==> config.mk <==
export PLATFORM = sky130hd
export DESIGN_NAME = instruction_fetch_unit
export DESIGN_NICKNAME = d
export VERILOG_FILES = /design/src/rtl/instruction_fetch_unit.sv
export SDC_FILE = /design/constraint.sdc
export NUM_CORES = 1
export LEC_CHECK = 0
export CORE_MARGIN = 2
export CORE_UTILIZATION = 30
export CTS_BUF_LIST = sky130_fd_sc_hd__clkbuf_4
export DETAILED_ROUTE_END_ITERATION = 16
export GPL_TIMING_DRIVEN = 0
export SYNTH_ARGS = -nofsm -noshare
export SYNTH_HDL_FRONTEND = slang
export SYNTH_SLANG_ARGS = --single-unit
==> constraint.sdc <==
create_clock -name clk -period 4.8 [get_ports clk]
set_input_delay 1.44 -clock clk [delete_from_list [all_inputs] [get_ports clk]]
set_output_delay 1.44 -clock clk [all_outputs]
set_load 0.01 [all_outputs]
==> src/rtl/instruction_fetch_unit.sv <==
// Fetch stage: owns the PC, addresses the program ROM and captures the returned word into IF/ID.
// Handles redirect, stall and flush, and halts for good on any fetch address outside the ROM window.
module instruction_fetch_unit #(
    parameter int                    DATA_WIDTH   = 32,
    parameter int                    MEMORY_DEPTH = 32,
    parameter logic [DATA_WIDTH-1:0] RESET_PC     = '0
) (
    input  logic                  clk,
    input  logic                  reset,
    input  logic [DATA_WIDTH-1:0] Instruction,
    input  logic                  Stall,
    input  logic                  Flush,
    input  logic                  BranchTaken,
    input  logic [DATA_WIDTH-1:0] BranchAddress,
    input  logic                  Jump,
    input  logic [25:0]           JumpIndex,
    input  logic                  JumpRegister,
    input  logic [DATA_WIDTH-1:0] RegisterAddress,
    output logic [DATA_WIDTH-1:0] PC,
    output logic [DATA_WIDTH-1:0] IF_ID_Instruction,
    output logic [DATA_WIDTH-1:0] IF_ID_PCPlus4,
    output logic                  IF_ID_Valid,
    output logic                  AddressError
);

    // state | meaning
    // RUN   | normal fetch; redirect, stall and flush honoured
    // HALT  | illegal fetch seen; PC frozen, bubbles only, left by reset alone

    typedef enum logic [0:0] {RUN, HALT} state_t;

    localparam logic [DATA_WIDTH-1:0] SPAN = DATA_WIDTH'(4 * (MEMORY_DEPTH - 1));

    state_t                  state_q, state_d;
    logic [DATA_WIDTH-1:0]   pc_d, instr_d, pcp4_d;
    logic                    valid_d, err_d;
    logic [DATA_WIDTH-1:0]   pc_plus4, j_target, target, candidate, offset;
    logic                    redirect, check_en, fault;

    assign pc_plus4 = PC + DATA_WIDTH'(4);
    assign j_target = {IF_ID_PCPlus4[DATA_WIDTH-1:28], JumpIndex, 2'b00};
    assign redirect = JumpRegister | Jump | BranchTaken;

    always_comb begin
        target = pc_plus4;
        if (JumpRegister)     target = RegisterAddress;
        else if (Jump)        target = j_target;
        else if (BranchTaken) target = BranchAddress;
    end

    // Offset from RESET_PC wraps to a huge value when below the window, so one
    // unsigned compare catches both ends of the window and any PC+4 overflow.
    assign candidate = target;
    assign offset    = candidate - RESET_PC;
    assign check_en  = redirect | ~Stall;
    assign fault     = check_en & ((candidate[1:0] != 2'b00) | (offset > SPAN));

    always_comb begin
        state_d = state_q;
        pc_d    = PC;
        instr_d = IF_ID_Instruction;
        pcp4_d  = IF_ID_PCPlus4;
        valid_d = IF_ID_Valid;
        err_d   = AddressError;
        unique case (state_q)
            RUN: begin
                if (fault) begin
                    err_d   = 1'b1;
                    instr_d = '0;
                    pcp4_d  = '0;
                    valid_d = 1'b0;
                    state_d = HALT;
                end else if (redirect) begin
                    pc_d    = target;
                    instr_d = '0;
                    pcp4_d  = '0;
                    valid_d = 1'b0;
                end else if (Stall) begin
                    if (Flush) begin
                        instr_d = '0;
                        pcp4_d  = '0;
                        valid_d = 1'b0;
                    end
                end else if (Flush) begin
                    pc_d    = pc_plus4;
                    instr_d = '0;
                    pcp4_d  = '0;
                    valid_d = 1'b0;
                end else begin
                    pc_d    = pc_plus4;
                    instr_d = Instruction;
                    pcp4_d  = pc_plus4;
                    valid_d = 1'b1;
                end
            end
            HALT: begin
                err_d   = 1'b1;
                instr_d = '0;
                pcp4_d  = '0;
                valid_d = 1'b0;
            end
            default: state_d = HALT;
        endcase
    end

    always_ff @(posedge clk or posedge reset) begin
        if (reset) begin
            state_q           <= RUN;
            PC                <= RESET_PC;
            IF_ID_Instruction <= '0;
            IF_ID_PCPlus4     <= '0;
            IF_ID_Valid       <= 1'b0;
            AddressError      <= 1'b0;
        end else begin
            state_q           <= state_d;
            PC                <= pc_d;
            IF_ID_Instruction <= instr_d;
            IF_ID_PCPlus4     <= pcp4_d;
            IF_ID_Valid       <= valid_d;
            AddressError      <= err_d;
        end
    end

endmodule
; ---- Word level (Yosys, flattened, before mapping)
; Index checks and enable logic that the tools add are counted.
[word_totals]
input_bits = 129
regBits = 99
word_cells = 47
[op_classes]
bitwise = 8
muxes = 26
order_cmp = 1
eq_ne = 3
n_reduce_logical = 2
addsub = 1
[op_table]
columns = operator, n
row1 = 32-bit 2-to-1 mux, 14
row2 = 32-bit case mux with 2 select lines, 2
row3 = "32-bit by 3-bit adder with 32-bit output, second input constant", 1
row4 = "32-bit by 7-bit > comparator with 1-bit output, second input constant", 1
row5 = 1-bit 2-to-1 mux, 8
row6 = "5-bit != test, second input constant", 1
row7 = 1-bit bitwise OR, 4
row8 = 1-bit case mux with 2 select lines, 2
row9 = 1-bit NOT, 3
row10 = 3-bit AND reduction, 1
row11 = "2-bit by 1-bit != test with 1-bit output, second input constant", 1
row12 = "2-bit != test, second input constant", 1
row13 = 2-bit nonzero test, 1
row14 = 1-bit AND, 1

; ---- Longest topological paths before layout
; Gate-level depths: netlist of the first run.
[logic_depth]
ltp_word = 9
mapped_depth = 11
mapped_depth_nobuf = 9

; ---- Worst setup path before layout of the first run
; OpenSTA, ideal clock, no wires.
[synth_path]
path_type = in2reg
from = input Jump
to = register PC[3]
arrival_time_ns = 3.667
setup_time_ns = 0.127
slack_ns = 1.005
n_path_buf = 3
path_stages = 10
required_time_ns = 4.673
cell_sequence = clkbuf_1 > nand2b_1 > clkbuf_1 > a31o_2 > o2111ai_1 > nor4_1 > nand4_1 > nor4b_2 > buf_4 > mux2_1
[synth_between]
elab_chain_cells = 7
[synth_lines]
columns = item, line_no
row1 = start: declaration, 15  ; input logic Jump,
row2 = 32-bit 2-to-1 mux, 47  ; else if (Jump) target = j_target;
row3 = 32-bit 2-to-1 mux, 46  ; if (JumpRegister) target = RegisterAddress;
row4 = 32-bit by 7-bit > comparator with 1-bit output or 2-bit nonzero test (tied branches), 56  ; assign fault = check_en & ((candidate[1:0] != 2'b00) | (offset > SPAN));
row5 = 1-bit bitwise OR, 56
row6 = 1-bit AND, 56
row7 = 1-bit NOT (no line), -
row8 = 3-bit AND reduction (no line), -
row9 = end signal: assignment, 116  ; PC <= pc_d;
row10 = end: declaration, 19  ; output logic [DATA_WIDTH-1:0] PC,
; Several ways; a longest one is shown, not always the timed one.
; A chain may end at the register's enable or synchronous reset.

; ---- Worst setup path after layout of the first run
[layout_path]
from = input Jump
to = register IF_ID_PCPlus4[4]
[layout_between]
elab_chain_cells = 7
[layout_lines]
columns = item, line_no
row1 = 32-bit 2-to-1 mux, 47
row2 = 32-bit 2-to-1 mux, 46
row3 = 32-bit by 7-bit > comparator with 1-bit output or 2-bit nonzero test (tied branches), 56
row4 = 1-bit bitwise OR, 56
row5 = 1-bit AND, 56
row6 = 32-bit 2-to-1 mux, 67  ; if (fault) begin
row7 = 32-bit case mux with 2 select lines, 65  ; unique case (state_q)
row8 = end signal: assignment, 118  ; IF_ID_PCPlus4 <= pcp4_d;
row9 = end: declaration, 21  ; output logic [DATA_WIDTH-1:0] IF_ID_PCPlus4,
; Several ways; a longest one is shown, not always the timed one.

==> impl_metrics.json, run 1 <==
{
  "setup_viol": 0,
  "first_iter_violations": 324,
  "nets": 846,
  "synth_common_cells": "dfrtp_1, nand2_1, a32o_1",
  "internal_power_uw": 1118,
  "ys_async_sr_fraction_pct": 100.0,
  "hold_violations": 0,
  "synth_edf_count": 0,
  "swShare_pct": 25.67,
  "cts_made_buffers": 9,
  "place.gp.congestion": 0.9589,
  "dieHeight_um": 131.5,
  "crit_arrival_ns": 4.72,
  "hold_buffers": 0,
  "ys_types": 51,
  "cts_buffer_depth": 2,
  "pwr-share-comb_pct": 14.1,
  "timing.final.crit_period_ns": 4.313,
  "die_x_um": 131.5,
  "clk_latency_ns": 0.47,
  "worst_slew_margin_rel_pct": 43.87,
  "min-delay-path-class": "flop to flop",
  "synth_fp_nets": 611,
  "vias": 4906,
  "cts.htree.levels": 3,
  "synth.area.top_cells": "dfrtp_1, a32o_1, and2_1",
  "io_pins": 227,
  "yosysTopAreaCellShare_pct": 50.83,
  "cts_tree": "built",
  "crit_type": "input pin to flop",
  "yosys.area.top_type": "dfrtp_1",
  "worst-path-max-fanout": 10,
  "endpoint_kind": "flop",
  "p_leak_uw": 0.003044,
  "row_count": 46,
  "netlist_area_sq_um": 4873,
  "drive_gt1_share_pct": 4.161,
  "start_util_pct": 30.68,
  "grtUsageMet3_pct": 7.060,
  "maxSlewViolCount": 0,
  "hold_slack_ns": 0.4990,
  "max-cap-violations": 0,
  "grt_use_total_pct": 20.80,
  "skew_ns": 0.03036,
  "grt_pass1_wl_mm": 28.45,
  "finalCritPeriodShare_pct": 89.84,
  "power_density_nw_per_um2": 199.3,
  "synth_ff_type": "dfrtp_1",
  "start_kind": "input pin",
  "clock_sinks": 99,
  "rsz0062_at_grt": "no",
  "ys_seq_elements": 99,
  "clkTransAtPathRegs_ns": 0.16,
  "grt_max_degree": 55,
  "cts_setup_buffers": 0,
  "required_ns": 5.21,
  "setup_slack_ns": 0.4875,
  "yosysSeqAreaShare_pct": 50.83,
  "drt-total-wl_mm": 18.13,
  "via_per_inst": 5.230,
  "overflow": 0,
  "cts.repair.resized": 0,
  "antenna_found_initial": 1,
  "dp_hpwl_mm": 13.77,
  "grt_busiest_layer": "met2",
  "pwr-share-seq_pct": 55.4,
  "antenna_left": 0,
  "avgSynthCellArea_sq_um": 10.13,
  "use_met1_pct": 25.31,
  "dieArea_sq_um": 17280,
  "synthCells": 481,
  "drc": 0,
  "pwr-share-clk_pct": 30.4,
  "status": "finished clean",
  "yosysMostFrequentCell": "dfrtp_1",
  "portBuffers": 223,
  "p_switching_uw": 386.3,
  "core_area_sq_um": 15890,
  "yosysWarnings": 0,
  "cts_root_buf": "clkbuf_4",
  "ir_drop_v": 0.0001357,
  "grt_pass1_vias": 5095,
  "met2_usage_pct": 34.18,
  "tightest_slew_ns": 0.8389,
  "first_pass_iters": 5,
  "area_growth_pct": 54.94,
  "fmax_mhz": 231.9,
  "preCtsSetupSlack_ns": 0.02122,
  "wl_per_cell_um": 19.33
}
kinds of logic after synthesis:
kind of cell	synth area share, %
and+or+nand+nor	19.36
AOI/OAI and AO/OA	21.03
DFF	50.83
buffers and inverters	3.877
xor gates and xnor gates	2.696
muxes	1.951
adders and majority gates	0.2567
path summary, 6_finish.rpt:
check	cells after the start	slack [ns]	start	end
setup reg to reg	11	0.59	PC[2]$_DFFE_PP0P_	IF_ID_PCPlus4[4]$_DFFE_PP0P_
min in group asynchronous	2	1.36	reset	PC[13]$_DFFE_PP0P_
max in group asynchronous	3	2.75	reset	IF_ID_Instruction[23]$_DFFE_PP0P_
setup / recovery	11	0.49	Jump	IF_ID_PCPlus4[4]$_DFFE_PP0P_
hold reg to reg	1	0.50	AddressError$_DFFE_PP0P_	AddressError$_DFFE_PP0P_
hold / removal	1	0.50	AddressError$_DFFE_PP0P_	AddressError$_DFFE_PP0P_
per-stage QoR:
step	cells	util (%)	cell area [sq um]	total power [uW]	TNS, ns
2_1_floorplan	481	-	4873	922.8	0
5_1_grt	938	47.53	7551	1579	0
4_1_cts	937	47.52	7548	1526	0
3_3_place_gp	920	46.43	7376	1059	-69.15
6_report	938	47.53	7551	1505	0
3_5_place_dp	921	46.62	7406	1063	0
flip-flops by register name, summed over array words and instances, names as in the netlist:
| signal | cells |
|---|---|
| IF_ID_Instruction | 32 |
| PC | 32 |
| AddressError | 1 |
| IF_ID_PCPlus4 | 32 |
| state_q | 1 |
| IF_ID_Valid | 1 |
cells in the final DEF (no fill, tap or decap), types with 6 or more instances in the layout:
cell type        instances
xnor2_1                 12
inv_1                   10
o21a_1                   9
nand3_1                 12
a211oi_1                 8
dfrtp_1                 99
a21oi_1                  6
nor3_1                  16
a32o_1                  37
clkbuf_1                27
o31ai_1                  8
nor2b_1                 22
o21ai_0                 21
buf_2                    7
nand2_1                 43
clkdlybuf4s50_1        223
nor2_1                  19
and2_1                  27
o22ai_1                 12
nor4_1                  14
nand4_1                  8
clkbuf_4                 9
metal layers:
layer / routed length (um) / vias to the layer above
li1: - / 2267
met1: 7553 / 2369
met2: 8416 / 236
met3: 1656 / 34
met4: 506 / 0
met5: 0 / -
power groups by stage:
stage	clock network [uW]	registers [uW]	logic [uW]
floorplan	0	850	72.8
global placement	0	850	209
detailed placement	0	850	213
CTS	477	834	214
global route	513	835	231
finish	457	834	213
critical path, stage by stage:
cell and delay, ns:
clkbuf_1 0.25, inv_1 0.22, clkbuf_1 0.48, nand2_1 0.18, nor3_1 0.30, o22ai_1 0.14
nor4_1 0.35, nand4_1 0.25, nor3_2 0.55, buf_2 0.36, a32o_1 0.21
area by class of cell:
cell class	count	area [sq um]
Antenna cell	1	2.502
Buffer	35	143.9
Clock buffer	9	67.56
Clock inverter	7	75.07
Fill cell	1545	8334
Inverter	12	47.55
Multi-Input combinational cell	335	2207
Sequential cell	99	2477
Tap cell	216	270.3
Timing Repair Buffer	224	2260
Note: power is estimated with default switching activity, not from simulation.
==> inputs of run 2 (changes only) <==
--- a/config.mk
+++ b/config.mk
@@ -5,6 +5,7 @@
 export SDC_FILE = /design/constraint.sdc
 export NUM_CORES = 1
 export LEC_CHECK = 0
+export ABC_CLOCK_PERIOD_IN_PS = 4800
 export CORE_MARGIN = 2
 export CORE_UTILIZATION = 30
 export CTS_BUF_LIST = sky130_fd_sc_hd__clkbuf_4
==> results of run 2 <==
Final layout, timing and power as in run 1 (identical DEF).
==> inputs of run 3 (changes only) <==
--- a/config.mk
+++ b/config.mk
@@ -7,10 +7,12 @@
 export LEC_CHECK = 0
 export ABC_CLOCK_PERIOD_IN_PS = 4800
 export CORE_MARGIN = 2
-export CORE_UTILIZATION = 30
+export CORE_UTILIZATION = 43
 export CTS_BUF_LIST = sky130_fd_sc_hd__clkbuf_4
+export CTS_CLUSTER_DIAMETER = 200
 export DETAILED_ROUTE_END_ITERATION = 16
 export GPL_TIMING_DRIVEN = 0
+export PLACE_DENSITY = 0.83
 export SYNTH_ARGS = -nofsm -noshare
 export SYNTH_HDL_FRONTEND = slang
 export SYNTH_SLANG_ARGS = --single-unit
==> run 3 against run 2 <==
- final cell count shrank 8.2%
- register-to-register slack better by 0.06 ns
- utilization increased by 21 points
- sequential power hardly changed
- die area fell by 29%
- count of clock-buffer cells in the layout up 1
- largest power group unchanged
- via count up 1.2%
- wire length decreased by 3.4%
==> impl_metrics.json, run 3 (synthesized netlist as in run 1, its figures left out) <==
{
  "grt_pass1_vias": 5056,
  "io_pins": 227,
  "maxSlewViolCount": 0,
  "first_pass_iters": 5,
  "p_switching_uw": 371.0,
  "power_density_nw_per_um2": 200.4,
  "nets": 846,
  "final_common_cell": "clkdlybuf4s50_1",
  "reg2reg_slack_ns": 0.65,
  "dieArea_sq_um": 12200,
  "skew_ns": 0.02387,
  "timing.final.crit_period_ns": 4.327,
  "path_cells": "clkdlybuf4s50_1 -> nor4b_1 -> a22oi_1 -> o31ai_1 -> o2111ai_1 -> nor4_1 -> nand4_1 -> nor4b_2 -> buf_4 -> mux2_1",
  "fillCellCount": 877,
  "placedCellCount": 845,
  "ff_latch_area_sq_um": 2477,
  "crit_buf_inv": 2,
  "tightest_slew_ns": 0.8431,
  "crit_arrival_ns": 4.68,
  "pwr-share-seq_pct": 55.9,
  "grt_busiest_layer": "met2",
  "row_count": 38,
  "clk_latency_ns": 0.45,
  "hold_slack_ns": 0.5027,
  "antenna_left": 0,
  "via_per_inst": 5.765,
  "cts_root_buf": "clkbuf_4",
  "cts_tree": "built",
  "first_iter_violations": 375,
  "worst_slew_margin_rel_pct": 43.58,
  "crit_end": "PC[4]$_DFFE_PP0P_",
  "cp_top_family": "simple AND/OR/NAND/NOR gates",
  "start_kind": "input pin",
  "mostFrequentLayoutCells": "clkdlybuf4s50_1, dfrtp_1, nand2_1",
  "reg2reg_depth": 11,
  "top_regs": "IF_ID_Instruction (32), IF_ID_PCPlus4 (32), PC (32)",
  "cts_buffer_depth": 2,
  "rsz0062_at_grt": "no",
  "met2_usage_pct": 46.13,
  "path_depth": 10,
  "antenna_found_initial": 0,
  "internal_power_uw": 1122,
  "grt_use_total_pct": 28.02,
  "grt_max_degree": 62,
  "max-cap-violations": 0,
  "drt-total-wl_mm": 17.52,
  "wl_per_cell_um": 20.35,
  "overflow": 0,
  "clkTransAtPathRegs_ns": 0.15,
  "pwr-share-clk_pct": 29.8,
  "portBuffers": 223,
  "ir_drop_v": 0.0001638,
  "hold_violations": 0,
  "critPathMaxStageDelay_ns": 0.61,
  "rr_endpoint": "PC[4]$_DFFE_PP0P_",
  "crit_type": "input pin to flop",
  "cts.repair.resized": 0,
  "drive_gt1_share_pct": 4.161,
  "crit_path_top_delay_cell": "nor4b_1",
  "pwr-share-comb_pct": 14.4,
  "die_x_um": 110.5,
  "hold_buffers": 0,
  "finalCritPeriodShare_pct": 90.15,
  "rr_startpoint": "PC[2]$_DFFE_PP0P_",
  "fmax_mhz": 231.1,
  "endpoint_kind": "flop",
  "grtUsageMet3_pct": 7.684,
  "swShare_pct": 24.85,
  "vias": 4964,
  "worst-path-max-fanout": 10,
  "cts_made_buffers": 9,
  "post-route-util_pct": 68.12,
  "start_util_pct": 44.57,
  "clock_sinks": 99,
  "drc": 0,
  "p_leak_uw": 0.003043,
  "cp-startpoint": "RegisterAddress[30]",
  "dp_hpwl_mm": 13.58,
  "setup_viol": 0,
  "use_met1_pct": 35.84,
  "multi_input_area_sq_um": 2207,
  "place.gp.congestion": 0.9660,
  "status": "finished clean",
  "core_area_sq_um": 10940,
  "dieHeight_um": 110.5,
  "cts_setup_buffers": 0,
  "area_growth_pct": 52.86,
  "n_antenna_cell": 0,
  "min-delay-path-class": "flop to flop",
  "final_cells": 861,
  "cts.htree.levels": 3,
  "required_ns": 5.15,
  "grt_pass1_wl_mm": 27.48
}
==> run 3: worst reg2reg max path: stages, from the launching register on <==
cell and delay, ns:
dfrtp_1 0.47, ha_1 0.25, nand4_1 0.36, or4_1 0.51
buf_2 0.19, o31a_1 0.32, o31a_1 0.24, nor4_1 0.44
nand4_1 0.28, nor4b_2 0.40, buf_4 0.25, mux2_1 0.35
==> run 3: worst min-delay path by stage <==
stage	cells past startpoint	from	to	slack (ns)
6_report	1	IF_ID_PCPlus4[17]$_DFFE_PP0P_	IF_ID_PCPlus4[17]$_DFFE_PP0P_	0.50
3_5_place_dp	1	AddressError$_DFFE_PP0P_	AddressError$_DFFE_PP0P_	0.47
4_1_cts	1	AddressError$_DFFE_PP0P_	AddressError$_DFFE_PP0P_	0.51
5_1_grt	1	IF_ID_PCPlus4[16]$_DFFE_PP0P_	IF_ID_PCPlus4[16]$_DFFE_PP0P_	0.53
2_1_floorplan	2	state_q$_DFF_PP0_	state_q$_DFF_PP0_	0.50
3_3_place_gp	1	AddressError$_DFFE_PP0P_	AddressError$_DFFE_PP0P_	0.46
==> run 3: area by class of cell <==
cell class	instances	share of cell area, %
Tap cell	140	2.351
Clock buffer	10	1.008
Inverter	12	0.6382
Timing Repair Buffer	224	30.33
Clock inverter	6	0.8566
Buffer	35	1.931
Multi-Input combinational cell	335	29.63
Sequential cell	99	33.26
==> run 3: through the flow <==
stage | setup slack (ns) | total power [uW] | instance area, sq um | setup TNS, ns
after global routing | 0.4081 | 1554 | 7450 | 0
after floorplan | 0.7696 | 922.8 | 4873 | 0
after global placement | -0.5480 | 1055 | 7281 | -53.81
final | 0.4730 | 1493 | 7450 | 0
after detailed placement | 0.07220 | 1061 | 7311 | 0
after CTS | 0.5608 | 1503 | 7450 | 0
==> run 3: layer usage <==
layer	vias up	part of all wire [%]	routed length, um
li1	2268	-	-
met1	2394	40	7090
met2	270	48	8346
met3	32	9.8	1711
met4	0	2.1	374
met5	-	0	0
==> run 3: power groups by stage <==
stage                     clock network (uW)  registers [uW]  logic [uW]
final                                    444             834         214
after global routing                     491             835         228
after CTS                                456             834         213
after detailed placement                   0             850         211
after global placement                     0             850         205
after floorplan                            0             850        72.8
